===== src/rtl/shared_reg_arbiter.sv =====
// Round-robin arbiter that gives N requesters one at a time exclusive write access to a
// single shared W-bit register, with a hold limit of MAX_HOLD cycles per grant.
module shared_reg_arbiter #(
  parameter int unsigned N        = 4,
  parameter int unsigned W        = 8,
  parameter int unsigned MAX_HOLD = 4
) (
  input  logic           clk,
  input  logic           rst,
  input  logic [N-1:0]   req,
  input  logic [N-1:0]   wr_en,
  input  logic [N*W-1:0] wr_data,
  output logic [N-1:0]   gnt,
  output logic [2:0]     owner,
  output logic [W-1:0]   q,
  output logic           done,
  output logic           timeout
);

  localparam int unsigned HoldW = (MAX_HOLD < 2) ? 1 : $clog2(MAX_HOLD + 1);
  localparam logic [HoldW-1:0] HoldLast = HoldW'(MAX_HOLD - 1);

  typedef enum logic [1:0] {StIdle, StBusy, StRelease} state_e;

  state_e           state_q, state_d;
  logic [N-1:0]     gnt_q, gnt_d;
  logic [2:0]       owner_q, owner_d;
  logic [2:0]       ptr_q, ptr_d;
  logic [HoldW-1:0] hold_q, hold_d;
  logic [W-1:0]     q_q, q_d;
  logic             done_q, done_d;
  logic             timeout_q, timeout_d;

  logic             found;
  logic [2:0]       sel;
  logic             own_req;
  logic             own_wr;
  logic [W-1:0]     own_data;

  // Rotating priority search; offsets are visited high to low so the lowest offset wins.
  always_comb begin
    found = 1'b0;
    sel   = '0;
    for (int off = N - 1; off >= 0; off--) begin
      for (int j = 0; j < N; j++) begin
        if (j == (int'(ptr_q) + off) % N && req[j]) begin
          found = 1'b1;
          sel   = 3'(j);
        end
      end
    end
  end

  // Only the owner's request, enable and data slice ever reach the register.
  always_comb begin
    own_req  = 1'b0;
    own_wr   = 1'b0;
    own_data = '0;
    for (int i = 0; i < N; i++) begin
      if (owner_q == 3'(i)) begin
        own_req  = req[i];
        own_wr   = wr_en[i];
        own_data = wr_data[i*W +: W];
      end
    end
  end

  always_comb begin
    state_d   = state_q;
    gnt_d     = gnt_q;
    owner_d   = owner_q;
    ptr_d     = ptr_q;
    hold_d    = hold_q;
    q_d       = q_q;
    done_d    = 1'b0;
    timeout_d = 1'b0;
    unique case (state_q)
      StIdle: begin
        if (found) begin
          gnt_d   = {{(N-1){1'b0}}, 1'b1} << sel;
          owner_d = sel;
          hold_d  = '0;
          state_d = StBusy;
        end
      end
      StBusy: begin
        hold_d = hold_q + 1'b1;
        if (!own_req) begin
          // Voluntary release wins over the limit; the write of this cycle is dropped.
          gnt_d   = '0;
          done_d  = 1'b1;
          state_d = StRelease;
        end else begin
          if (own_wr) q_d = own_data;
          if (hold_q == HoldLast) begin
            gnt_d     = '0;
            done_d    = 1'b1;
            timeout_d = 1'b1;
            state_d   = StRelease;
          end
        end
      end
      StRelease: begin
        ptr_d   = (owner_q == 3'(N - 1)) ? 3'd0 : owner_q + 3'd1;
        state_d = StIdle;
      end
      default: state_d = StIdle;
    endcase
  end

  always_ff @(posedge clk) begin
    if (rst) begin
      state_q   <= StIdle;
      gnt_q     <= '0;
      owner_q   <= '0;
      ptr_q     <= '0;
      hold_q    <= '0;
      q_q       <= '0;
      done_q    <= 1'b0;
      timeout_q <= 1'b0;
    end else begin
      state_q   <= state_d;
      gnt_q     <= gnt_d;
      owner_q   <= owner_d;
      ptr_q     <= ptr_d;
      hold_q    <= hold_d;
      q_q       <= q_d;
      done_q    <= done_d;
      timeout_q <= timeout_d;
    end
  end

  assign gnt     = gnt_q;
  assign owner   = owner_q;
  assign q       = q_q;
  assign done    = done_q;
  assign timeout = timeout_q;

endmodule

===== config.mk =====
export PLATFORM = sky130hd
export DESIGN_NAME = shared_reg_arbiter
export DESIGN_NICKNAME = d
export VERILOG_FILES = /design/src/rtl/shared_reg_arbiter.sv
export SDC_FILE = /design/constraint.sdc
export NUM_CORES = 1
export LEC_CHECK = 0
export ABC_CLOCK_PERIOD_IN_PS = 3000
export CAP_MARGIN = 30
export CORE_ASPECT_RATIO = 0.8
export CORE_MARGIN = 4
export CORE_UTILIZATION = 45
export DETAILED_ROUTE_END_ITERATION = 6
export PLACE_DENSITY = 0.95
export SLEW_MARGIN = 20
export SYNTH_ARGS = -nofsm -noshare
export SYNTH_HDL_FRONTEND = slang
export SYNTH_SLANG_ARGS = --single-unit

===== constraint.sdc =====
create_clock -name clk -period 3 [get_ports clk]
set_input_delay 0.3 -clock clk [delete_from_list [all_inputs] [get_ports clk]]
set_output_delay 0.3 -clock clk [all_outputs]
set_load 0.01 [all_outputs]

==> flow_metrics.py <==
metrics = {
    "cts": {
        "cts.repair.resized": 0,
        "post_cts_buffers": 0,
        "cts-root-buf": "clkbuf_8",
        "cts_sinks": 23,
        "hold_buffers": 0,
        "clk_pin_slew_worst_paths_ps": 80,
        "h-tree-depth": 1,
        "insertion_delay_ps": 270,
        "cts_buffers": 3,
        "cts_tree": "built",
        "clockBufferDepth": 2,
    },
    "synthesis": {
        "avgSynthCellArea_um2": 8.15,
        "synth_flop_cell": "dfxtp_1",
        "yosys_warnings": 0,
        "ys_types": 36,
        "synth-seq-area-share_pct": 33.8,
        "syn_nets": 215,
        "syn_inst": 167,
        "ys_seq_elements": 23,
        "synth_top_area_share_pct": 33.8,
        "synth.largest_area_cell": "dfxtp_1",
        "synth-edff-count": 0,
        "synth_area_leaders": "dfxtp_1 (34%), mux2i_1 (7.4%), nor2_1 (6.9%), a21oi_1 (5.5%), ha_1 (5.5%)",
        "synthArstFlopShare_pct": 0,
        "synth_area_mm2": 0.00136,
    },
    "power": {
        "power.leakage_nw": 0.752,
        "peakVddDrop_uv": 287,
        "power.density_mw_per_mm2": 402,
    },
    "worst_setup_path": {
        "slowest_stage": "a211oi_4",
        "worst_ep_arrival_time_ps": 2650,
        "crit_path_end_kind": "flop",
        "worstPathRequired_ps": 3120,
        "path_cells": "inv_1, ha_1, nor3b_1, a211o_1, a211oi_4, mux2i_1, nor2_1",
        "crit_type": "flop to flop",
        "r2r_start": "owner[0]",
        "r2r_end": "q[2]",
        "cpPeakStageDelay_ps": 520,
        "reg2reg_depth": 7,
        "path_buf_inv": 1,
        "cp_top_family": "compound AO/OA/AOI/OAI gates",
        "startpoint_type": "flop",
        "regToRegSetupSlack_ps": 470,
        "cp_max_fo": 20,
    },
    "timing": {
        "worstMarginPinSlew_ps": 832,
        "layout_min_cycle_time_ps": 2530,
        "max_freq_mhz": 396,
        "final_max_slew_viol_count": 0,
        "fin_crit_sh_pct": 84.3,
        "hold_violations": 0,
        "fin_setup_tns_ps": 0,
        "rsz0062_at_grt": "no",
        "setup_viol": 0,
        "relSlewSlack_pct": 44.4,
        "setup_ws_ps": 472,
        "skew_ps": 4.60,
    },
    "global_routing": {
        "grt_pass1_vias": 1236,
        "grt_max_degree": 24,
        "grt_pass1_wl_um": 5570,
        "antenna_found_initial": 0,
        "busiest_layer": "met2",
        "overflow": 0,
        "grt_util_met3_pct": 5.11,
        "grt_util_met1_pct": 21.9,
        "grt_usage_pct": 17.2,
        "grtUsageMet2_pct": 28.9,
    },
    "route": {
        "drt-initial-drc-count": 59,
        "wl_per_cell_um": 14.2,
        "vias_per_cell": 5.34,
        "dr.pass1.iters": 4,
        "drc": 0,
        "ant_nets": 0,
        "vias": 1367,
        "wl_um": 3650,
    },
    "final_layout": {
        "antenna_cells": 0,
        "drive_gt1_share_pct": 3.21,
        "syn_to_final_growth_pct": 45.3,
        "nets": 267,
    },
    "die": {
        "die_x_um": 69.5,
        "die_y_um": 57.2,
        "core_area_mm2": 0.00283,
        "row_count": 17,
        "die_area_mm2": 0.00397,
        "io_pins": 59,
        "start_util_pct": 48.1,
    },
    "placed_design": {
        "post-place-ws_ps": 497,
        "dpl.hpwl_um": 2820,
        "port_buffers": 57,
        "gp_congestion": 0.799,
    },
    "hold_path": {
        "hold_start": "hold_q[0]",
        "min_to": "hold_q[0]",
        "hold_depth": 1,
        "hp-class": "flop to flop",
    },
    "run_status": {
        "status": "completed",
    },
    "job": {
        "cap_violations": 0,
    },
}
through the flow:
stage	instances	instance area, um2	hold slack (ps)	power (mW)	utilization (%)
finish	256	1980	484	0.796	69.9
global route	256	1980	518	0.836	69.9
CTS	256	1980	484	0.798	69.9
detailed placement	252	1930	469	0.606	68.3
global placement	252	1930	462	0.599	68.3
floorplan	167	1360	377	0.500	-
cells by family (layout without fill, tap and decap cells):
logic type	Yosys count	after routing	share of synthesized area [%]
adders and majority gates	6	6	5.51
DFF	23	23	33.8
buffers and inverters	23	74	7.26
muxes	10	10	7.35
other	1	1	0.275
and+or+nand+nor	53	53	19.2
AOI/OAI and AO/OA	51	51	26.6
flip-flops by register name (all words and copies together), names as in the netlist:
| register | flops |
|---|---|
| q | 8 |
| done | 1 |
| state_q | 2 |
| hold_q | 3 |
| gnt | 4 |
| timeout | 1 |
| ptr_q | 2 |
| owner | 2 |
cell usage after synthesis, types with 2 or more instances:
cell / count
nand2_1: 9
mux2i_1: 10
o21ai_0: 6
nor3_1: 3
a21oi_1: 15
o21a_1: 2
or3_1: 2
clkbuf_1: 7
a22oi_1: 5
a211oi_1: 2
dfxtp_1: 23
inv_1: 12
nor2b_1: 8
o31ai_1: 5
ha_1: 6
nor2_1: 25
a221oi_1: 5
a22o_1: 4
area by class of cell:
type	count	area, um2
inverter	12	45.0
timing repair buffer	58	578
multi-input combinational	121	802
tap	38	47.5
fill	215	851
clock buffer	4	45.0
sequential	23	460
how the worst max path moves through the flow:
stage                         from  endpoint  slack (ps)  depth (start not counted)
final                     owner[0]      q[2]         470                          7
after global routing      owner[0]      q[0]         310                          7
after CTS                 owner[0]      q[6]         490                          7
after detailed placement  owner[0]      q[2]         500                          7
after global placement    owner[0]      q[2]         590                          7
after floorplan           owner[1]      q[7]         890                          8
cell usage in the layout, fill, tap and decap left out:
master           instances
clkbuf_8                 3
mux2i_1                 10
conb_1                   1
inv_1                   12
a2111oi_0                1
nand3b_4                 1
dfxtp_1                 23
or3_1                    2
ha_1                     6
nor3b_1                  1
nor2b_1                  8
o21ba_2                  1
nand2_1                  9
a221oi_1                 5
a221o_1                  1
a211oi_4                 1
buf_4                    1
nand2b_1                 1
a22oi_1                  5
nor4_1                   1
o21a_1                   2
a211oi_1                 2
nor3_1                   3
a21o_1                   1
clkbuf_1                 1
o31ai_1                  5
a22o_1                   4
nor2_1                  25
o21ai_0                  6
clkdlybuf4s50_1         57
a211o_1                  1
nor4b_1                  1
nand3b_1                 1
a21oi_1                 15
o21bai_1                 1
worst reg2reg max path, stage by stage (launching register included):
cell	delay [ps]
dfxtp_1	430
inv_1	90
ha_1	420
nor3b_1	250
a211o_1	370
a211oi_4	520
mux2i_1	250
nor2_1	60
report_power, final:
group	internal, mW	total (mW)	switching [mW]
combinational	0.141	0.262	0.121
clock	0.0950	0.194	0.0990
sequential	0.325	0.340	0.0146
layer usage:
metal	vias up	share of wire, %
met2	36	48
met1	632	45
met5	-	0
met3	6	5.1
li1	693	-
met4	0	1.3
Power figures use the tool's default switching activity.
